File: config.mk
export PLATFORM = sky130hd
export DESIGN_NAME = shift_sequencer
export DESIGN_NICKNAME = d
export VERILOG_FILES = /design/src/rtl/shift_pkg.sv /design/src/rtl/shift_op_decode.sv /design/src/rtl/shift_sequencer.sv
export SDC_FILE = /design/constraint.sdc
export NUM_CORES = 1
export LEC_CHECK = 0
export CAP_MARGIN = 0
export CORE_MARGIN = 5
export CORE_UTILIZATION = 35
export CTS_BUF_LIST = sky130_fd_sc_hd__clkbuf_4 sky130_fd_sc_hd__clkbuf_8
export CTS_CLUSTER_SIZE = 14
export DETAILED_ROUTE_END_ITERATION = 10
export PLACE_DENSITY = 0.62
export SYNTH_ARGS = -nofsm -noshare
export SYNTH_HDL_FRONTEND = slang
export SYNTH_SLANG_ARGS = --single-unit
File: constraint.sdc
create_clock -name clk -period 2.4 [get_ports clk]
set_clock_uncertainty 0.2 [all_clocks]
set_input_delay 0.48 -clock clk [delete_from_list [all_inputs] [get_ports clk]]
set_output_delay 0.48 -clock clk [all_outputs]
set_load 0.05 [all_outputs]
File: src/rtl/shift_pkg.sv
// Shared opcode, control-code and state definitions for the shift sequencer.
package shift_pkg;

  localparam logic [2:0] OP_SLL     = 3'b000;
  localparam logic [2:0] OP_SRL     = 3'b001;
  localparam logic [2:0] OP_SRA     = 3'b010;
  localparam logic [2:0] OP_SLLV    = 3'b011;
  localparam logic [2:0] OP_SRLV    = 3'b100;
  localparam logic [2:0] OP_SRAV    = 3'b101;
  localparam logic [2:0] OP_SRAM    = 3'b110;
  localparam logic [2:0] OP_ILLEGAL = 3'b111;

  localparam logic [2:0] SC_NOP   = 3'b000;
  localparam logic [2:0] SC_LOAD  = 3'b001;
  localparam logic [2:0] SC_SHL   = 3'b010;
  localparam logic [2:0] SC_SHR_L = 3'b011;
  localparam logic [2:0] SC_SHR_A = 3'b100;

  localparam logic [1:0] SA_REGB  = 2'b00;
  localparam logic [1:0] SA_SHAMT = 2'b01;
  localparam logic [1:0] SA_MDR   = 2'b10;

  typedef enum logic [2:0] {
    ST_IDLE     = 3'd0,
    ST_MEM_WAIT = 3'd1,
    ST_LOAD     = 3'd2,
    ST_SHIFT    = 3'd3,
    ST_WRITE    = 3'd4
  } state_t;

  typedef struct packed {
    logic       legal;
    logic       needs_mem;
    logic [1:0] shamt_sel;
    logic       shift_src_sel;
    logic [2:0] dir_code;
  } dec_t;

endpackage

File: src/rtl/shift_op_decode.sv
// Combinational opcode decoder: legality, memory need, operand selects and shift direction.
module shift_op_decode
  import shift_pkg::*;
(
  input  logic [2:0] op,
  output dec_t       dec
);

  // Opcode to control-field lookup
  always_comb begin
    dec = '0;
    case (op)
      OP_SLL:  dec = '{legal: 1'b1, needs_mem: 1'b0, shamt_sel: SA_SHAMT, shift_src_sel: 1'b0, dir_code: SC_SHL};
      OP_SRL:  dec = '{legal: 1'b1, needs_mem: 1'b0, shamt_sel: SA_SHAMT, shift_src_sel: 1'b0, dir_code: SC_SHR_L};
      OP_SRA:  dec = '{legal: 1'b1, needs_mem: 1'b0, shamt_sel: SA_SHAMT, shift_src_sel: 1'b0, dir_code: SC_SHR_A};
      OP_SLLV: dec = '{legal: 1'b1, needs_mem: 1'b0, shamt_sel: SA_REGB,  shift_src_sel: 1'b1, dir_code: SC_SHL};
      OP_SRLV: dec = '{legal: 1'b1, needs_mem: 1'b0, shamt_sel: SA_REGB,  shift_src_sel: 1'b1, dir_code: SC_SHR_L};
      OP_SRAV: dec = '{legal: 1'b1, needs_mem: 1'b0, shamt_sel: SA_REGB,  shift_src_sel: 1'b1, dir_code: SC_SHR_A};
      OP_SRAM: dec = '{legal: 1'b1, needs_mem: 1'b1, shamt_sel: SA_MDR,   shift_src_sel: 1'b1, dir_code: SC_SHR_A};
      default: dec = '0;
    endcase
  end

endmodule

File: src/rtl/shift_sequencer.sv
// Multicycle controller sequencing the shift unit through load, shift and write-back,
// with an optional bounded wait on a memory read for the shift amount.
module shift_sequencer
  import shift_pkg::*;
#(
  parameter int unsigned MEM_TIMEOUT = 15
) (
  input  logic       clk,
  input  logic       reset,
  input  logic       start,
  input  logic [2:0] op,
  input  logic       mem_ready,
  output logic [1:0] shamt_sel,
  output logic       shift_src_sel,
  output logic [2:0] shift_ctrl,
  output logic       mem_read,
  output logic       reg_write,
  output logic       busy,
  output logic       done,
  output logic       error
);

  localparam logic [8:0] TIMEOUT_LIMIT = 9'(MEM_TIMEOUT);

  state_t     state_r, state_s;
  logic [2:0] op_q_r;
  logic [7:0] cnt_r, cnt_s;
  logic       accept_s, err_s;
  logic [2:0] dec_op_s;
  dec_t       dec_s;

  logic [1:0] shamt_sel_r;
  logic       shift_src_sel_r;
  logic [2:0] shift_ctrl_r, shift_ctrl_s;
  logic       mem_read_r, mem_read_s;
  logic       reg_write_r, reg_write_s;
  logic       busy_r, busy_s;
  logic       done_r, done_s;
  logic       error_r;

  // In IDLE the live opcode is judged for acceptance; afterwards the latched one drives direction
  assign dec_op_s = (state_r == ST_IDLE) ? op : op_q_r;

  shift_op_decode u_decode (
    .op  (dec_op_s),
    .dec (dec_s)
  );

  // State register, counter, latched opcode/selects and registered outputs
  always_ff @(posedge clk) begin
    if (reset) begin
      state_r         <= ST_IDLE;
      op_q_r          <= OP_SLL;
      cnt_r           <= 8'd0;
      shamt_sel_r     <= SA_REGB;
      shift_src_sel_r <= 1'b0;
      shift_ctrl_r    <= SC_NOP;
      mem_read_r      <= 1'b0;
      reg_write_r     <= 1'b0;
      busy_r          <= 1'b0;
      done_r          <= 1'b0;
      error_r         <= 1'b0;
    end else begin
      state_r      <= state_s;
      cnt_r        <= cnt_s;
      shift_ctrl_r <= shift_ctrl_s;
      mem_read_r   <= mem_read_s;
      reg_write_r  <= reg_write_s;
      busy_r       <= busy_s;
      done_r       <= done_s;
      error_r      <= err_s;
      if (accept_s) begin
        op_q_r          <= op;
        shamt_sel_r     <= dec_s.shamt_sel;
        shift_src_sel_r <= dec_s.shift_src_sel;
      end else begin
        op_q_r          <= op_q_r;
        shamt_sel_r     <= shamt_sel_r;
        shift_src_sel_r <= shift_src_sel_r;
      end
    end
  end

  // Next-state, wait counter and error-pulse decision
  always_comb begin
    state_s  = state_r;
    cnt_s    = cnt_r;
    accept_s = 1'b0;
    err_s    = 1'b0;
    case (state_r)
      ST_IDLE: begin
        if (start && dec_s.legal) begin
          accept_s = 1'b1;
          state_s  = dec_s.needs_mem ? ST_MEM_WAIT : ST_LOAD;
        end else if (start) begin
          err_s = 1'b1;
        end else begin
          state_s = ST_IDLE;
        end
      end
      ST_MEM_WAIT: begin
        // mem_ready takes priority over a timeout landing on the same cycle
        if (mem_ready) begin
          state_s = ST_LOAD;
          cnt_s   = 8'd0;
        end else if (({1'b0, cnt_r} + 9'd1) >= TIMEOUT_LIMIT) begin
          state_s = ST_IDLE;
          cnt_s   = 8'd0;
          err_s   = 1'b1;
        end else begin
          cnt_s = cnt_r + 8'd1;
        end
      end
      ST_LOAD:  state_s = ST_SHIFT;
      ST_SHIFT: state_s = ST_WRITE;
      ST_WRITE: state_s = ST_IDLE;
      default:  state_s = ST_IDLE;
    endcase
  end

  // Moore output decode of the upcoming state, registered on the same edge as the state
  always_comb begin
    shift_ctrl_s = SC_NOP;
    mem_read_s   = 1'b0;
    reg_write_s  = 1'b0;
    busy_s       = 1'b1;
    done_s       = 1'b0;
    case (state_s)
      ST_IDLE:     busy_s       = 1'b0;
      ST_MEM_WAIT: mem_read_s   = 1'b1;
      ST_LOAD:     shift_ctrl_s = SC_LOAD;
      ST_SHIFT:    shift_ctrl_s = dec_s.dir_code;
      ST_WRITE: begin
        reg_write_s = 1'b1;
        done_s      = 1'b1;
      end
      default:     busy_s       = 1'b0;
    endcase
  end

  assign shamt_sel     = shamt_sel_r;
  assign shift_src_sel = shift_src_sel_r;
  assign shift_ctrl    = shift_ctrl_r;
  assign mem_read      = mem_read_r;
  assign reg_write     = reg_write_r;
  assign busy          = busy_r;
  assign done          = done_r;
  assign error         = error_r;

endmodule

; Word-level counts from Yosys, hierarchy flattened
; Index checks and enable logic that the tools add are counted.
[op_classes]
magnitude_cmp = 1
mux = 21
n_reduce_logical = 4
eq_ne = 13
addsub = 2
[ops]
columns = cell, n
row1 = $pmux W8 S7, 1
row2 = $eq A3 B2 Y1 const B, 6
row3 = $mux W8, 2
row4 = $mux W3, 5
row5 = $eq A3 B3 Y1 const B, 4
row6 = $pmux W3 S4, 1
row7 = $add A8 B1 Y9 const B, 1
row8 = $eq A3 B1 Y1 const B, 3
row9 = $ge A9 B4 Y1 const B, 1
row10 = $mux W1, 9
row11 = $add A8 B1 Y8 const B, 1
row12 = $logic_not A3 Y1, 2
row13 = $pmux W3 S2, 1
row14 = $reduce_or A4 Y1, 1
row15 = $mux W2, 1
row16 = $pmux W1 S2, 1
row17 = $logic_and A1 B1 Y1, 1
[totals]
elab_cells = 51
register_bits = 24
output_inout_bits = 11

; Longest topological paths before layout
[depth]
word_depth = 10
mapped_depth = 7
mapped_depth_nobuf = 7

; Cells and area by module
; A second synthesis with hierarchy kept.
[unflattened]
cells_unflattened = 126
hier_area_um2 = 1192.4
[modules_own_cells]
columns = mod, area_each_um2, n_inst, seq_area_each_um2, cells_each
row1 = shift_sequencer, 1076.0, 1, 480.5, 112
row2 = shift_op_decode, 116.4, 1, 0.0, 14

; Least setup slack after synthesis
; No wires, ideal clock.
[synth_path]
path_kind = register to register
start = register cnt_r[0]
end = register cnt_r[0]
stages_incl_launch_ff = 8
arrival_time_ns = 1.884
required_time_ns = 2.112
path_buffers = 0
setup_ns = 0.088
synth_period_minus_slack_ns = 2.172
path_slack_ns = 0.228
cell_sequence = dfxtp_1 > inv_1 > ha_1 > o21bai_1 > and3_1 > a222oi_1 > nand3_2 > o31ai_1
[synth_between]
elab_chain_len = 4
elab_cells_between_ends = 5
cone_classes = add/sub: 2 / order compare: 1 / mux: 2
[synth_rtl]
columns = element, line
row1 = from (decl), shift_sequencer.sv:27  ; logic [7:0] cnt_r, cnt_s;
row2 = from (signal assigned), shift_sequencer.sv:65  ; cnt_r <= cnt_s;
row3 = $add A8 B1 Y9, shift_sequencer.sv:106  ; end else if (({1'b0, cnt_r} + 9'd1) >= TIMEOUT_LIMIT) begin
row4 = $ge A9 B4 Y1, shift_sequencer.sv:106
row5 = $mux W8 *, shift_sequencer.sv:106
row6 = $mux W8 *, shift_sequencer.sv:103  ; if (mem_ready) begin
; Every way passes the cells marked *; elsewhere a longest branch is shown, timed or not.
; A chain may end at the register's enable or synchronous reset.

; Final worst setup path
[layout_path]
start = register cnt_r[1]
end = register cnt_r[2]
; Same word-level chain as after synthesis.

==> results.sh <==
export IMPL_period_needed_ps=2190
export IMPL_grt_pass1_vias=931
export IMPL_wl_per_cell_um=11.8
export IMPL_ys_seq_area_share_pct=42.9
export IMPL_cellInternalPower_uw=612
export IMPL_critical_path_class="reg -> reg"
export IMPL_end_kind="flop"
export IMPL_synth_cells=117
export IMPL_synth_nets=126
export IMPL_finalHoldViolCount=0
export IMPL_grt_pass1_wl_um=3860
export IMPL_maxSlewViolCount=0
export IMPL_wl_um=2160
export IMPL_status="finished, final reports clean"
export IMPL_yosysWarningCount=0
export IMPL_syn_to_final_growth_pct=24.8
export IMPL_max_cap_violations=0
export IMPL_cts_hold_buf=0
export IMPL_fin_ws_ps=213
export IMPL_diodes=0
export IMPL_chipWidth_um=66.6
export IMPL_combPwrFrac_pct=26.5
export IMPL_gr_total_overflow=0
export IMPL_nFillCells=321
export IMPL_hp_class="reg -> reg"
export IMPL_hold_slack_ps=298
export IMPL_drtAntennaViolNets=0
export IMPL_finalSetupTns_ps=0
export IMPL_dieHeight_um=66.6
export IMPL_synth_area_per_cell_um2=9.58
export IMPL_setup_viol=0
export IMPL_seqPwrFrac_pct=49.9
export IMPL_p_switching_uw=265
export IMPL_grt_use_total_pct=11.1
export IMPL_powerDensity_nw_per_um2=627
export IMPL_period_share_pct=91.1
export IMPL_cts_root_buffer="clkbuf_4"
export IMPL_ctsResizeCount=0
export IMPL_ys_types=37
export IMPL_layout_commonest_cell="dfxtp_1"
export IMPL_die_area_um2=4430
export IMPL_rsz0062_at_grt="false"
export IMPL_ios=18
export IMPL_start_util_pct=36.7
export IMPL_drt_pass1_iter_count=4
export IMPL_rrSetupSlack_ps=210
export IMPL_cts_tree="yes"
export IMPL_syn_area_um2=1120
export IMPL_clock_latency_ps=310
export IMPL_slew_headroom_pct=64.8
export IMPL_drt_initial_drc_count=30
export IMPL_antenna_found_initial=0
export IMPL_via_per_inst=5.04
export IMPL_tightest_slew_ps=525
export IMPL_drcViolationCount=0
export IMPL_crit_arrival_ps=2230
export IMPL_cts_htree_levels=1
export IMPL_clockPowerShare_pct=23.6
export IMPL_place_congestion=0.818
export IMPL_fin_nets=149
export IMPL_clk_pin_slew_ps=130
export IMPL_clkSinkCount=24
export IMPL_clockBufferDepth=2
export IMPL_postLayoutCoreUtil_pct=45.8
export IMPL_p_leak_nw=0.527
export IMPL_place_hpwl_um=1700
export IMPL_swShare_pct=30.2
export IMPL_fmaxAchievable_mhz=457
export IMPL_ir_drop_uv=464
export IMPL_regArea_um2=482
export IMPL_start_kind="flop"
export IMPL_cp_max_fo=6
export IMPL_ys_ff_latch=24
export IMPL_core_area_um2=3050
export IMPL_cp_required_ps=2440
export IMPL_multi_input_area_um2=599
export IMPL_rows=20
export IMPL_cts_buffers=3
export IMPL_place_ws_ps=195
export IMPL_vias=922
export IMPL_grt_max_degree=14
export IMPL_portBuffers=17
export IMPL_drive_gt1_share_pct=10.8
export IMPL_final_cell_mix="23 x dfxtp_1, 17 x clkdlybuf4s50_1, 10 x nor2_1, 9 x mux2i_1"
export IMPL_post_cts_setup_buffer_count=0
area by class of cell:
class / instances / area share (%)
Multi-Input combinational cell: 85 / 42.8
Sequential cell: 24 / 34.4
Timing Repair Buffer: 23 / 15.4
Tap cell: 44 / 3.94
Clock buffer: 4 / 2.59
Inverter: 3 / 0.805
final timing paths:
path                               start  depth (start not counted)       end
worst min-delay path            cnt_r[7]                          1  cnt_r[7]
worst max-delay path            cnt_r[1]                          5  cnt_r[2]
worst max register to register  cnt_r[1]                          5  cnt_r[2]
worst min register to register  cnt_r[7]                          1  cnt_r[7]
Yosys cell counts:
cell	n	share of area (%)
dfxtp_1	24	43
nor2_1	10	3.3
mux2i_1	9	8.0
nand2_1	6	2.0
nand3_1	6	2.7
xnor2_1	5	3.9
a21oi_1	4	1.8
a31oi_1	4	2.2
and2_1	4	2.2
clkbuf_1	3	1.0
inv_1	3	1.0
nor3_1	3	1.3
o31ai_1	3	2.0
a211o_1	2	1.6
a211oi_1	2	1.3
a32o_1	2	1.8
ha_1	2	2.2
nand2b_1	2	1.1
nand4_1	2	1.1
nor4bb_1	2	1.8
o21bai_1	2	1.3
or3_1	2	1.1
a2111oi_2	1	1.3
a21o_1	1	0.67
a222oi_1	1	0.89
a22oi_1	1	0.67
a311oi_1	1	0.78
and3_1	1	0.56
and3b_2	1	0.89
and4_1	1	0.78
buf_4	1	0.67
buf_6	1	1.0
nand3_2	1	0.89
nand3b_1	1	0.67
nor2b_1	1	0.56
nor3_2	1	0.89
or4b_1	1	0.89
flip-flops by register name, summed over array words and instances (netlist names):
| register | flops |
|---|---|
| done | 1 |
| busy | 1 |
| state_r | 3 |
| shamt_sel | 2 |
| error | 1 |
| cnt_r | 8 |
| shift_src_sel | 1 |
| mem_read | 1 |
| shift_ctrl | 3 |
| op_q_r | 3 |
power by group through the flow:
| stage | Sequential (mW) | Clock [mW] | Combinational, mW |
|---|---|---|---|
| 3_3_place_gp | 0.446 | 0 | 0.233 |
| 3_5_place_dp | 0.447 | 0 | 0.233 |
| 2_1_floorplan | 0.494 | 0 | 0.111 |
| 5_1_grt | 0.442 | 0.235 | 0.254 |
| 4_1_cts | 0.438 | 0.216 | 0.234 |
| 6_report | 0.438 | 0.207 | 0.232 |
through the flow:
| step | area [um2] | total power [mW] | std cells |
|---|---|---|---|
| 2_1_floorplan | 1120 | 0.605 | 117 |
| 3_3_place_gp | 1360 | 0.679 | 179 |
| 3_5_place_dp | 1360 | 0.680 | 179 |
| 4_1_cts | 1400 | 0.888 | 183 |
| 5_1_grt | 1400 | 0.931 | 183 |
| 6_report | 1400 | 0.877 | 183 |
worst max-delay path, cell delays in order, from the launching register on:
cell	delay, ps
dfxtp_1	380
ha_1	270
or4b_1	580
a2111oi_2	420
a31oi_1	130
mux2i_1	130
logic make-up (layout without fill, tap and decap cells):
| family | count (synthesis) | after routing | share of synthesized area, % |
|---|---|---|---|
| multiplexers | 9 | 9 | 8.04 |
| buffers and inverters | 8 | 30 | 3.68 |
| flip-flops | 24 | 24 | 42.9 |
| adder cells (fa/ha/maj) | 2 | 2 | 2.23 |
| XOR/XNOR | 5 | 5 | 3.91 |
| AND/OR/NAND/NOR | 45 | 45 | 22.9 |
| AO/OA/AOI/OAI | 24 | 24 | 16.4 |
metal layers:
metal / track usage (%) / wire, um / vias to the layer above / part of all wire, %
met2: 18.7 / 1030 / 13 / 47
met1: 13.2 / 1020 / 428 / 47
met5: 0 / 0 / - / 0
met4: 4.06 / 25 / 0 / 1.2
li1: - / - / 478 / -
met3: 3.20 / 86 / 3 / 4.0
No activity file was read; power rests on OpenSTA's default activity.
